## config.mk

```make
export PLATFORM = sky130hd
export DESIGN_NAME = alu_128bit_ctrl
export DESIGN_NICKNAME = d
export VERILOG_FILES = /design/src/rtl/alu_pkg.sv /design/src/rtl/alu_exec_timer.sv /design/src/rtl/alu_128bit_ctrl.sv
export SDC_FILE = /design/constraint.sdc
export NUM_CORES = 1
export LEC_CHECK = 0
export ABC_CLOCK_PERIOD_IN_PS = 5460
export BUFFER_PORTS_ARGS = -buffer_cell sky130_fd_sc_hd__buf_2
export CORE_AREA = 5 5 313 315
export DETAILED_ROUTE_END_ITERATION = 10
export DIE_AREA = 0 0 318 320
export GPL_ROUTABILITY_DRIVEN = 0
export HOLD_SLACK_MARGIN = 0.06
export PLACE_DENSITY = 0.48
export RECOVER_POWER = 100
export REMOVE_ABC_BUFFERS = 1
export SYNTH_ARGS = -nofsm -noshare
export SYNTH_HDL_FRONTEND = slang
export SYNTH_HIERARCHICAL = 1
export SYNTH_SLANG_ARGS = --single-unit
```

## constraint.sdc

```tcl
create_clock -name clk -period 5.46 [get_ports clk]
set_clock_uncertainty 0.2 [all_clocks]
set_input_delay 1.365 -clock clk [delete_from_list [all_inputs] [get_ports clk]]
set_output_delay 1.365 -clock clk [all_outputs]
set_load 0.01 [all_outputs]
```

## src/rtl/alu_pkg.sv

```systemverilog
// Shared types for the 128-bit ALU front-end: controller states and the
// flag group used for both the ALU-facing and response-facing flags.
package alu_pkg;

    localparam int unsigned ALU_DWIDTH = 128;

    typedef enum logic [1:0] {
        IDLE,
        EXEC,
        RESP
    } ctrl_state_t;

    typedef struct packed {
        logic c;
        logic z;
        logic o;
        logic s;
    } alu_flags_t;

endpackage

```

## src/rtl/alu_exec_timer.sv

```systemverilog
// Loadable 4-bit down-counter that measures the ALU settle window.
// done is high while the count reads zero; the count parks at zero.
module alu_exec_timer (
    input  logic       clk,
    input  logic       rst_n,
    input  logic       load,
    input  logic [3:0] load_value,
    input  logic       en,
    output logic       done
);

    logic [3:0] count;

    always_ff @(posedge clk or negedge rst_n) begin
        if (!rst_n) begin
            count <= '0;
        end else if (load) begin
            count <= load_value;
        end else if (en && count != '0) begin
            count <= count - 4'd1;
        end
    end

    assign done = (count == '0);

endmodule

```

## src/rtl/alu_128bit_ctrl.sv

```systemverilog
// Sequential front-end for the combinational 128-bit ALU. The path from the
// alu_* registers through the ALU to the rsp_* registers is an EXEC_CYCLES multicycle path.
module alu_128bit_ctrl
    import alu_pkg::*;
#(
    parameter int unsigned DWIDTH      = ALU_DWIDTH,
    parameter int unsigned EXEC_CYCLES = 2
) (
    input  logic              clk,
    input  logic              rst_n,
    input  logic              req_valid,
    output logic              req_ready,
    input  logic [DWIDTH-1:0] req_op1,
    input  logic [DWIDTH-1:0] req_op2,
    input  logic [2:0]        req_opsel,
    input  logic              req_mode,
    output logic [DWIDTH-1:0] alu_op1,
    output logic [DWIDTH-1:0] alu_op2,
    output logic [2:0]        alu_opsel,
    output logic              alu_mode,
    input  logic [DWIDTH-1:0] alu_result,
    input  logic              alu_c,
    input  logic              alu_z,
    input  logic              alu_o,
    input  logic              alu_s,
    output logic              rsp_valid,
    input  logic              rsp_ready,
    output logic [DWIDTH-1:0] rsp_result,
    output logic              rsp_c,
    output logic              rsp_z,
    output logic              rsp_o,
    output logic              rsp_s,
    output logic              busy,
    output logic [15:0]       op_count
);

    ctrl_state_t state, next_state;
    alu_flags_t  alu_flags, rsp_flags;
    logic        accept, capture, handoff, timer_done;

    assign alu_flags = '{c: alu_c, z: alu_z, o: alu_o, s: alu_s};

    alu_exec_timer u_timer (
        .clk        (clk),
        .rst_n      (rst_n),
        .load       (accept),
        .load_value (4'(EXEC_CYCLES - 1)),
        .en         (state == EXEC),
        .done       (timer_done)
    );

    always_ff @(posedge clk or negedge rst_n) begin
        if (!rst_n) begin
            state <= IDLE;
        end else begin
            state <= next_state;
        end
    end

    // req_ready depends only on state and rsp_ready, never on req_valid.
    always_comb begin
        next_state = state;
        req_ready  = 1'b0;
        capture    = 1'b0;
        handoff    = 1'b0;
        case (state)
            IDLE: begin
                req_ready = 1'b1;
                if (req_valid) next_state = EXEC;
            end
            EXEC: begin
                if (timer_done) begin
                    capture    = 1'b1;
                    next_state = RESP;
                end
            end
            RESP: begin
                if (rsp_ready) begin
                    req_ready  = 1'b1;
                    handoff    = 1'b1;
                    next_state = req_valid ? EXEC : IDLE;
                end
            end
            default: next_state = IDLE;
        endcase
    end

    assign accept    = req_valid & req_ready;
    assign rsp_valid = (state == RESP);
    assign busy      = (state != IDLE);

    always_ff @(posedge clk or negedge rst_n) begin
        if (!rst_n) begin
            alu_op1   <= '0;
            alu_op2   <= '0;
            alu_opsel <= '0;
            alu_mode  <= 1'b0;
        end else if (accept) begin
            alu_op1   <= req_op1;
            alu_op2   <= req_op2;
            alu_opsel <= req_opsel;
            alu_mode  <= req_mode;
        end
    end

    always_ff @(posedge clk or negedge rst_n) begin
        if (!rst_n) begin
            rsp_result <= '0;
            rsp_flags  <= '0;
        end else if (capture) begin
            rsp_result <= alu_result;
            rsp_flags  <= alu_flags;
        end
    end

    assign rsp_c = rsp_flags.c;
    assign rsp_z = rsp_flags.z;
    assign rsp_o = rsp_flags.o;
    assign rsp_s = rsp_flags.s;

    always_ff @(posedge clk or negedge rst_n) begin
        if (!rst_n) begin
            op_count <= '0;
        end else if (handoff) begin
            op_count <= op_count + 16'd1;
        end
    end

endmodule

```

==> results by group, run 1 <==
Clock network
  • CTS tree: built
  • Post-cts gate resize count: 0
  • Postcts setup bufs: 0
  • Clock-pin transition on the worst setup and hold timing paths: about 0.06 ns
  • Hold_buf cts: 0
  • Bufs on Longest Clock Path: 3
  • Clk Latency, worst-skew pair: around 0.58 ns
  • CTS root buf: clkbuf_16
  • H-tree depth: 2
  • Clock Sinks: a little over 400
  • Inserted Clock Buffers: 48

Yosys
  • Synthesized area: roughly 16,000 um^2
  • Most numerous cell in the Yosys netlist: dfrtp_1
  • Synth Instances: roughly 900
  • Number of synthesized flops with an enable pin: 0
  • Synth top cells by count: dfrtp_1, mux2_2, mux2_4
  • Post-synthesis sequential area ratio: between 60% and 70%
  • Yosys reg bits: 414
  • Synth unique cells: 41
  • Syn avg cell area: 17.5 um^2
  • Synth Warn #: 6
  • Largest cells by area after synthesis: dfrtp_1, mux2_2, mux2_4
  • Leading area contributor after synthesis: dfrtp_1
  • FFs w/ async S/R, synth: 100%
  • Top cell type's share of synthesized area: 63.9%
  • Synth Flop Type: dfrtp_1

Placed design
  • HPWL after DPL: around 41,000 um
  • Setup slack at placement: between 1.5 and 2 ns
  • IO Port Bufs: between 800 and 900

Critical path
  • Worst reg2reg path startpoint: u_timer/count[0]
  • Most common cell on crit path: clkbuf_1
  • R2r setup slk: roughly 1.8 ns
  • Crit end category: flip-flop
  • Worst-case reg-to-reg path depth: 6
  • Slowest stage cell, crit path: and2_2
  • Slowest stage delay, CP: approximately 1.4 ns
  • Crit path DAT: between 4 and 5 ns
  • CP Cell Sequence: clkbuf_1 -> clkinv_1 -> a21oi_1 -> and2_2 -> clkbuf_1 -> mux2_2
  • Critical Path RT: between 5 and 6 ns
  • Crit path kind: primary input to flip-flop
  • CP max FO: slightly above 50
  • CP startpoint kind: primary input
  • R2R Path End: rsp_result[122]

Power
  • Comb pwr share: 35.0%
  • Peak supply drop: approximately 0.31 mV
  • Sw Ratio: about a third
  • Sequential share of power: approximately two fifths
  • Clock power frac: 24.8%
  • NetSw: 4.71 mW
  • Internal: a little under 9 mW
  • Leakage: 9.72 nW
  • Power Dens Cells: 605 nW/um^2

Global routing
  • Grt total ovfl: 0
  • Tot GR Track Use: under 10%
  • Number of global-route vias before repair: roughly 13k
  • Largest net degree at the start of global routing: about 110
  • First-pass GRT wire length: 78,400 um
  • Initial antenna violation count: 7

Die
  • I/O pin cnt: a little over 800
  • Die Y-Extent: ~320 um
  • Die Width: approximately 320 um
  • FP Rows: ~110
  • Die ar.: just over 100,000 um^2
  • Core ar.: between 90,000 and 100,000 um^2
  • Initial Utilization: around 17%

Timing
  • Final Hold Viols: 0
  • Final setup vio count: 0
  • RSZ-0062 raised after global routing: false
  • Final period utilization: between 70 and 80%
  • Max-slew violations: 151
  • Final setup margin: around 1.3 ns
  • Min Tclk post-route: slightly above 4 ns
  • Worst Hold Margin: between 0.2 and 0.3 ns
  • Setup TNS: 0 ns
  • Max-Slew Margin vs Limit: -101%
  • Measured slew at the worst slew-check pin: 3.01 ns
  • Maximum clock rate: roughly 0.24 GHz

Min path
  • Hold EP: op_count[15]
  • Hold/Removal Path Class: flip-flop to flip-flop
  • Worst hold stages: 1
  • Hold Path Origin: op_count[15]

Route
  • Vias per cell: 3.57
  • 1st-pass router iterations: 4
  • Routed wire length: about 52,000 um
  • ANT nets after route: 0
  • DR iter-0 viols: ~400
  • Post-DR wirelength/cell: 17.0 um
  • DRC viols: 0
  • Vias: about 11k

Final layout
  • Layout filler cell count: between 10k and 15k
  • Area Growth Syn to Fin: 38.1%
  • Nets: between 2k and 2.5k
  • Layout cell share with drive strength beyond 1: 39.8%

Job
  • Total of max-cap violations: 2

Outcome
  • Status: complete, but fails checks
  • Violated checks: max-capacitance violations, max-slew violations
-- per-layer routing --
layer | global-route usage (%) | up-vias | part of all wire [%]
met3 | 3.26 | 90 | 7.8
met5 | 0 | - | 0
met4 | 4.27 | 0 | 3.2
met2 | 18.3 | 463 | 54
met1 | 10.1 | 5492 | 35
li1 | - | 4961 | -
-- final cells by class --
type | count | area (um^2) | share of cell area, %
tap | 1265 | 1580 | 7.07
sequential | 414 | 10400 | 46.3
clock inverter | 18 | 225 | 1.01
antenna | 6 | 15.0 | 0.0671
clock buffer | 71 | 1440 | 6.43
inverter | 8 | 30.0 | 0.134
timing repair buffer | 836 | 3740 | 16.7
multi-input combinational | 463 | 4980 | 22.3
-- power by group through the flow --
| stage | clock network [mW] | registers (mW) | logic [mW] |
|---|---|---|---|
| 2_1_floorplan | 0 | 6.11 | 2.80 |
| 3_3_place_gp | 0 | 5.45 | 5.55 |
| 3_5_place_dp | 0 | 5.47 | 5.64 |
| 4_1_cts | 3.50 | 5.45 | 5.66 |
| 5_1_grt | 3.62 | 5.65 | 5.17 |
| 6_report | 3.36 | 5.45 | 4.74 |
-- kinds of logic after synthesis --
kind of cell / after synthesis / synth area share [%]
buffers and inverters: 52 / 3.44
flip-flops: 414 / 63.9
multiplexers: 393 / 29.6
AO/OA/AOI/OAI: 10 / 0.463
AND/OR/NAND/NOR: 39 / 1.51
adder cells (fa/ha/maj): 2 / 0.154
XOR/XNOR: 15 / 0.811
other: 2 / 0.0464
-- how the worst max path moves through the flow --
stage	start	to	slack (ns)
floorplan	rsp_ready	u_timer/count[1]	-5.10
global placement	rsp_ready	alu_op1[105]	1.74
detailed placement	rsp_ready	alu_op1[115]	1.65
CTS	rsp_ready	req_ready	1.91
global route	rst_n	alu_op1[86]	1.07
finish	rsp_ready	alu_op1[109]	1.32
-- metrics by stage --
stage	instance area [um^2]	std cells	utilization, %	power [mW]
final	22400	3081	23.7	13.5
after detailed placement	21600	2986	22.9	11.1
after CTS	23300	3075	24.6	14.6
after floorplan	15700	885	-	8.91
after global placement	21600	2986	22.9	11.0
after global routing	22400	3080	23.7	14.4
-- registers in the layout, indices dropped and copies added (netlist names) --
name and cells:
rsp_s 1, state 2, rsp_z 1, alu_opsel 3, alu_op2 128, rsp_c 1
u_timer/count 4, alu_mode 1, alu_op1 128, op_count 16, rsp_result 128, rsp_o 1
-- worst max-delay path: cells and delay by family --
kind | cells | cell delay (ns)
multiplexers | 1 | 0.42
AO/OA/AOI/OAI | 1 | 0.23
AND/OR/NAND/NOR | 1 | 1.35
buffers and inverters | 3 | 1.00
-- placed cells by master (no fill, tap or decap), types with 4 or more instances in the layout --
cell type  Yosys  routed
mux2_2       213     213
inv_1          7       7
buf_4         16       4
clkbuf_8       0      13
buf_2          6     393
nand3_1        6       6
clkbuf_1       0     441
dfrtp_1      414     414
mux2_1        80     160
clkinv_2       0      10
bufinv_16      0       5
conb_1         2       4
mux2_4       100      20
diode_2        0       6
clkbuf_16      0      49
xnor2_1       11      11
xor2_1         4       4
buf_12        11       6
nand2_1        7       7
No activity file was read; power rests on OpenSTA's default activity.
==> run 2: changes to the inputs <==
--- a/config.mk
+++ b/config.mk
@@ -5,14 +5,14 @@
 export SDC_FILE = /design/constraint.sdc
 export NUM_CORES = 1
 export LEC_CHECK = 0
-export ABC_CLOCK_PERIOD_IN_PS = 5460
+export ABC_CLOCK_PERIOD_IN_PS = 4100
 export BUFFER_PORTS_ARGS = -buffer_cell sky130_fd_sc_hd__buf_2
-export CORE_AREA = 5 5 313 315
+export CORE_AREA = 5 5 308 310
 export DETAILED_ROUTE_END_ITERATION = 10
-export DIE_AREA = 0 0 318 320
+export DIE_AREA = 0 0 313 315
 export GPL_ROUTABILITY_DRIVEN = 0
 export HOLD_SLACK_MARGIN = 0.06
-export PLACE_DENSITY = 0.48
+export PLACE_DENSITY = 0.49
 export RECOVER_POWER = 100
 export REMOVE_ABC_BUFFERS = 1
 export SYNTH_ARGS = -nofsm -noshare
==> constraint.sdc (replaced) <==
create_clock -name clk -period 4.1 [get_ports clk]
set_clock_uncertainty 0.2 [all_clocks]
set_input_delay 1.025 -clock clk [delete_from_list [all_inputs] [get_ports clk]]
set_output_delay 1.025 -clock clk [all_outputs]
set_load 0.01 [all_outputs]
==> run 2 against run 1 <==
Compared with the run above:
- sequential power grew 34%
- highest routed layer is now met5
- the flow now finishes without violations
- critical path type is now flip-flop to flip-flop
- combinational power grew 32%
- routed wire length rose by 1.5%
- largest power group unchanged
- total power grew 34%
==> results by group, run 2 (synthesized netlist as in run 1, its figures left out) <==
Critical path
  • Delay-heaviest family, CP: simple AND/OR/NAND/NOR gates
  • Slowest stage cell, crit path: nor3b_1
  • Worst reg2reg path startpoint: u_timer/count[0]
  • Worst-case reg-to-reg path depth: 6
  • Critical path buffer and inverter count: 2
  • CP max FO: 45
  • CP Cell Sequence: inv_1 -> ha_1 -> nor3b_1 -> nand2_4 -> clkbuf_1 -> mux2_2
  • CP startpoint kind: flip-flop
  • R2r setup slk: about 0.93 ns
  • Crit path DAT: about 3.4 ns
  • Crit path kind: flip-flop to flip-flop
  • R2R Path End: rsp_result[73]
  • Crit end category: flip-flop
  • Critical Path RT: approximately 4.4 ns
  • Slowest stage delay, CP: roughly 0.67 ns

Die
  • Initial Utilization: 17.7%
  • I/O pin cnt: a little over 800
  • Die Y-Extent: approximately 320 um
  • Die ar.: roughly 100,000 um^2
  • Core ar.: around 91,000 um^2
  • Die Width: around 310 um
  • FP Rows: 111

Power
  • Internal: 11.8 mW
  • Clock power frac: 25.3%
  • Comb pwr share: 34.6%
  • Peak supply drop: 0.360 mV
  • Sw Ratio: approximately a third
  • Pwr Total: about 18 mW
  • NetSw: approximately 6.3 mW
  • Sequential share of power: 40.2%
  • Power Dens Cells: about 810 nW/um^2
  • Leakage: approximately 9.7 nW

Timing
  • Setup TNS: 0 ns
  • Maximum clock rate: around 0.32 GHz
  • Worst Hold Margin: between 0.2 and 0.3 ns
  • Max-Slew Margin vs Limit: 1.49%
  • RSZ-0062 raised after global routing: false
  • Max-slew violations: 0
  • Final setup vio count: 0
  • Final setup margin: between 0.9 and 1 ns
  • Final period utilization: 77.4%
  • Measured slew at the worst slew-check pin: 1.48 ns
  • Min Tclk post-route: between 3 and 4 ns
  • Final Hold Viols: 0

Placed design
  • IO Port Bufs: just over 800
  • Post-Place Cells: about 2.9k
  • Setup slack at placement: about 1.1 ns
  • HPWL after DPL: approximately 42,000 um
  • Area after DPL: 21,500 um^2

Global routing
  • Tot GR Track Use: roughly a tenth
  • Initial antenna violation count: 8
  • Largest net degree at the start of global routing: 88
  • First-pass GRT wire length: 78,400 um
  • Grt total ovfl: 0
  • Number of global-route vias before repair: 12.5k

Outcome
  • Status: completed

Final layout
  • Post-Route Utilization: between 20% and 30%
  • Layout cell share with drive strength beyond 1: between 30% and 40%
  • Layout filler cell count: between 9k and 10k
  • Area Growth Syn to Fin: 37.3%
  • Most common cell after layout, fill and taps aside: clkbuf_1
  • Design area: 22,300 um^2
  • Non-Filler Instances: 2,996
  • Nets: between 2k and 2.5k
  • Commonest cells after routing, fill and taps aside: clkbuf_1, dfrtp_1, buf_2, mux2_2, mux2_1
  • Largest regs: alu_op1 (128), alu_op2 (128), rsp_result (128)

Clock network
  • H-tree depth: 2
  • CTS tree: built
  • Postcts setup bufs: 0
  • Clock Sinks: slightly above 400
  • Hold_buf cts: 0
  • Inserted Clock Buffers: 49
  • Post-cts gate resize count: 0
  • CTS root buf: clkbuf_16
  • Bufs on Longest Clock Path: 3
  • Clk Latency, worst-skew pair: slightly below 0.6 ns
  • Clock-pin transition on the worst setup and hold timing paths: roughly 0.060 ns

Route
  • DRC viols: 0
  • Post-DR wirelength/cell: around 18 um
  • DR iter-0 viols: between 400 and 500
  • Vias: roughly 11k
  • 1st-pass router iterations: 4
  • ANT nets after route: 0
  • Routed wire length: roughly 53,000 um
  • Vias per cell: roughly 3.7

Job
  • Total of max-cap violations: 0

Min path
  • Hold/Removal Path Class: primary input to async pin
## run 2: changes by cell type in the layout (fill, tap and decap cells not counted), moves of 3 or more
| cell | change |
|---|---|
| mux2_1 | +11 |
| mux2_4 | -9 |
| clkbuf_1 | -3 |
| buf_4 | -4 |
| diode_2 | -3 |
## run 2: metal layers
metal	track usage [%]	part of all wire [%]	up-vias	routed length [um]
li1	-	-	4962	-
met1	10.6	35	5505	18500
met2	19.3	55	483	29200
met3	3.64	8.1	77	4300
met4	2.95	2.2	2	1180
met5	0	0.024	-	13
## run 2: final cells by class
| type | instances | area (um^2) | area share (%) |
|---|---|---|---|
| clock inverter | 18 | 219 | 0.984 |
| multi-input combinational | 463 | 4950 | 22.3 |
| antenna | 3 | 7.51 | 0.0337 |
| tap | 1186 | 1480 | 6.67 |
| clock buffer | 73 | 1490 | 6.69 |
| inverter | 8 | 30.0 | 0.135 |
| timing repair buffer | 831 | 3710 | 16.7 |
| sequential | 414 | 10400 | 46.6 |
## run 2: power groups by stage
stage               logic [mW]  clock network [mW]  registers (mW)
floorplan                 3.61                   0            8.13
global placement          7.39                   0            7.26
detailed placement        7.51                   0            7.31
CTS                       7.53                4.76            7.28
global route              6.82                4.93            7.53
finish                    6.26                4.58            7.28
## run 2: worst max-delay path by stage
stage	endpoint	slack (ns)	depth (start not counted)	start
after detailed placement	alu_op2[28]	1.09	6	rsp_ready
after CTS	rsp_valid	1.33	2	state[0]
final	rsp_result[73]	0.93	6	u_timer/count[0]
after floorplan	u_timer/count[1]	-6.12	5	rsp_ready
after global placement	alu_op2[28]	1.13	6	rsp_ready
after global routing	rsp_result[104]	0.73	6	u_timer/count[0]
==> run 3: changes to the inputs <==
--- a/config.mk
+++ b/config.mk
@@ -5,14 +5,15 @@
 export SDC_FILE = /design/constraint.sdc
 export NUM_CORES = 1
 export LEC_CHECK = 0
-export ABC_CLOCK_PERIOD_IN_PS = 4100
+export ABC_AREA = 1
+export ABC_CLOCK_PERIOD_IN_PS = 3300
 export BUFFER_PORTS_ARGS = -buffer_cell sky130_fd_sc_hd__buf_2
-export CORE_AREA = 5 5 308 310
+export CORE_AREA = 5 5 315 317
 export DETAILED_ROUTE_END_ITERATION = 10
-export DIE_AREA = 0 0 313 315
+export DIE_AREA = 0 0 320 322
 export GPL_ROUTABILITY_DRIVEN = 0
 export HOLD_SLACK_MARGIN = 0.06
-export PLACE_DENSITY = 0.49
+export PLACE_DENSITY = 0.48
 export RECOVER_POWER = 100
 export REMOVE_ABC_BUFFERS = 1
 export SYNTH_ARGS = -nofsm -noshare
==> constraint.sdc (replaced) <==
create_clock -name clk -period 3.3 [get_ports clk]
set_clock_uncertainty 0.2 [all_clocks]
set_input_delay 0.825 -clock clk [delete_from_list [all_inputs] [get_ports clk]]
set_output_delay 0.825 -clock clk [all_outputs]
set_load 0.01 [all_outputs]
==> run 3 against run 2 <==
Compared with the run above:
- hold slack lost 0.059 ns
- worst setup slack got worse by 0.45 ns
- final cell count grew 24%
- clock power rose by 26%
- sequential power grew 22%
- critical path type unchanged
- critical endpoint is now rsp_result[89]
- largest cell class unchanged
- highest routed layer unchanged
==> results by group, run 3 <==
Clock network
  • Clock-pin transition on the worst setup and hold timing paths: about 0.060 ns
  • Bufs on Longest Clock Path: 3
  • H-tree depth: 2
  • Clock Sinks: approximately 410
  • CTS root buf: clkbuf_16
  • Inserted Clock Buffers: 50
  • CTS tree: built
  • Clk Latency, worst-skew pair: ~0.6 ns
  • Post-cts gate resize count: 0

Route
  • DRC viols: 0
  • 1st-pass router iterations: 5
  • Post-DR wirelength/cell: ~16 um
  • Vias per cell: ~3.6
  • ANT nets after route: 0
  • DR iter-0 viols: between 500 and 600
  • Routed wire length: around 60,000 um
  • Max layer used: met5
  • DR WL met2: ~29,000 um
  • Vias: roughly 13k
  • WL met1: 24,400 um
  • Met3 wire length: between 5000 and 6000 um

Die
  • Die Y-Extent: about 320 um
  • Initial Utilization: 16.6%
  • Die Width: between 300 and 400 um
  • Core ar.: about 96,000 um^2
  • Die ar.: between 100,000 and 150,000 um^2
  • FP Rows: 114
  • I/O pin cnt: 807

Power
  • Leakage: about 11 nW
  • Peak supply drop: ~0.4 mV
  • Power Dens Cells: 1020 nW/um^2

Timing
  • Worst Hold Margin: 0.219 ns
  • Final period utilization: between 80% and 90%
  • Max-Slew Margin vs Limit: 15.8%
  • Final setup margin: roughly 0.47 ns
  • Maximum clock rate: 0.354 GHz
  • Min Tclk post-route: 2.83 ns
  • Measured slew at the worst slew-check pin: about 1.3 ns
  • Final Hold Viols: 0
  • Max-slew violations: 0
  • Final setup vio count: 0
  • RSZ-0062 raised after global routing: false

Min path
  • Hold/Removal Path Class: primary input to flip-flop

Outcome
  • Status: completed

Final layout
  • Most common cell after layout, fill and taps aside: nand2_1
  • Post-Route Utilization: 23.7%
  • Commonest cells after routing, fill and taps aside: nand2_1, clkbuf_1, dfrtp_1, buf_2, mux2_2
  • Multi-input logic area: between 5000 and 6000 um^2
  • Layout filler cell count: approximately 11k
  • Largest regs: alu_op1 (128), alu_op2 (128), rsp_result (128)
  • Area Growth Syn to Fin: 42.6%
  • Design area: between 20,000 and 25,000 um^2
  • Nets: between 2k and 3k
  • Layout cell share with drive strength beyond 1: roughly a quarter
  • Register area: slightly above 10,000 um^2

Global routing
  • Initial antenna violation count: 16
  • Grt total ovfl: 0
  • First-pass GRT wire length: slightly below 90,000 um
  • Number of global-route vias before repair: 13.9k
  • Largest net degree at the start of global routing: 137
  • Tot GR Track Use: 10.9%

Yosys
  • Top cell type's share of synthesized area: approximately two thirds
  • Yosys reg bits: approximately 410
  • Synthesized area: roughly 16,000 um^2
  • Largest cells by area after synthesis: dfrtp_1, nand2_1, mux2_2
  • Leading area contributor after synthesis: dfrtp_1
  • Synth Instances: about 1.5k
  • Number of synthesized flops with an enable pin: 0
  • Most numerous cell in the Yosys netlist: nand2_1
  • Synth unique cells: 27
  • Syn avg cell area: just over 10 um^2
  • Synth top cells by count: nand2_1, dfrtp_1, mux2_2
  • Post-synthesis sequential area ratio: between 60% and 70%
  • Synth Flop Type: dfrtp_1
  • Synth Warn #: 6
  • FFs w/ async S/R, synth: between 90% and 100%

Critical path
  • Crit path kind: flip-flop to flip-flop
  • Crit end category: flip-flop
  • CP startpoint kind: flip-flop
  • CP max FO: 42
  • Crit path DAT: 3.10 ns
  • Critical Path RT: about 3.6 ns

Placed design
  • IO Port Bufs: about 800
  • Area after DPL: around 22,000 um^2
  • HPWL after DPL: around 46,000 um
  • Setup slack at placement: 0.813 ns

Job
  • Total of max-cap violations: 0
==> run 3: cell count changes in the layout (fill, tap and decap cells not counted), moves of 8 or more <==
cell | previous run | this run
nand2_1 | 6 | 836
mux2_1 | 171 | 0
mux2_2 | 211 | 132
inv_1 | 7 | 23
nor2_1 | 2 | 16
mux2_4 | 11 | 0
diode_2 | 3 | 13
buf_12 | 5 | 14
xnor2_1 | 11 | 3
==> run 3: report_power, final <==
group | internal (mW) | switching [mW]
sequential | 7.54 | 1.36
clock | 3.52 | 2.26
combinational | 3.15 | 5.31
==> run 3: through the flow <==
| stage | total power [mW] | setup TNS [ns] | instances |
|---|---|---|---|
| floorplan | 13.8 | -775.97 | 1471 |
| global placement | 18.2 | 0 | 3596 |
| detailed placement | 18.3 | 0 | 3596 |
| CTS | 24.3 | 0 | 3690 |
| global route | 24.8 | 0 | 3697 |
| finish | 23.1 | 0 | 3703 |
==> run 3: what timing repair did <==
action	CTS	global route
hold buffers	1	0
endpoints found under the hold margin	32	0
setup buffers	0	0
==> run 3: metal layers <==
layer	GRT usage, %	vias to the layer above
met5	0	-
met4	3.44	2
met3	3.75	65
met2	18.2	503
met1	13.4	6375
li1	-	6470
==> run 3: cell type report <==
| class | instances | share of cell area [%] |
|---|---|---|
| Sequential cell | 414 | 45.5 |
| Tap cell | 1276 | 7.01 |
| Inverter | 25 | 0.445 |
| Clock inverter | 22 | 1.21 |
| Multi-Input combinational cell | 1032 | 22.0 |
| Clock buffer | 71 | 6.50 |
| Antenna cell | 13 | 0.143 |
| Timing Repair Buffer | 850 | 17.3 |
==> run 3: cells by family (layout without fill, tap and decap cells) <==
kind of cell             after synthesis  count (layout)  share of synthesized area (%)
AND/OR/NAND/NOR                      878             878                           21.1
other                                  2              17                         0.0470
XOR/XNOR                              10              10                          0.548
buffers and inverters                 96             968                           3.88
AO/OA/AOI/OAI                          6               6                          0.204
multiplexers                         132             132                           9.30
adder cells (fa/ha/maj)                2               2                          0.157
flip-flops                           414             414                           64.8
==> run 3: critical path: stages (launching register included) <==
cell	delay, ns
dfrtp_1	0.37
inv_1	0.08
ha_1	0.23
nand2_1	0.13
inv_1	0.07
nand2_1	0.85
buf_12	0.33
mux2_2	0.38
==> run 3: path summary, 6_finish.rpt <==
check / from / endpoint / slack [ns] / depth (start not counted)
max in group asynchronous: rst_n / alu_op2[97] / 0.72 / 3
hold reg to reg: alu_op2[38] / alu_op2[38] / 0.28 / 2
setup reg to reg: u_timer/count[0] / rsp_result[89] / 0.47 / 7
setup / recovery: u_timer/count[0] / rsp_result[89] / 0.47 / 7
hold / removal: req_op2[121] / alu_op2[121] / 0.22 / 3
min in group asynchronous: rst_n / alu_op2[6] / 0.87 / 2
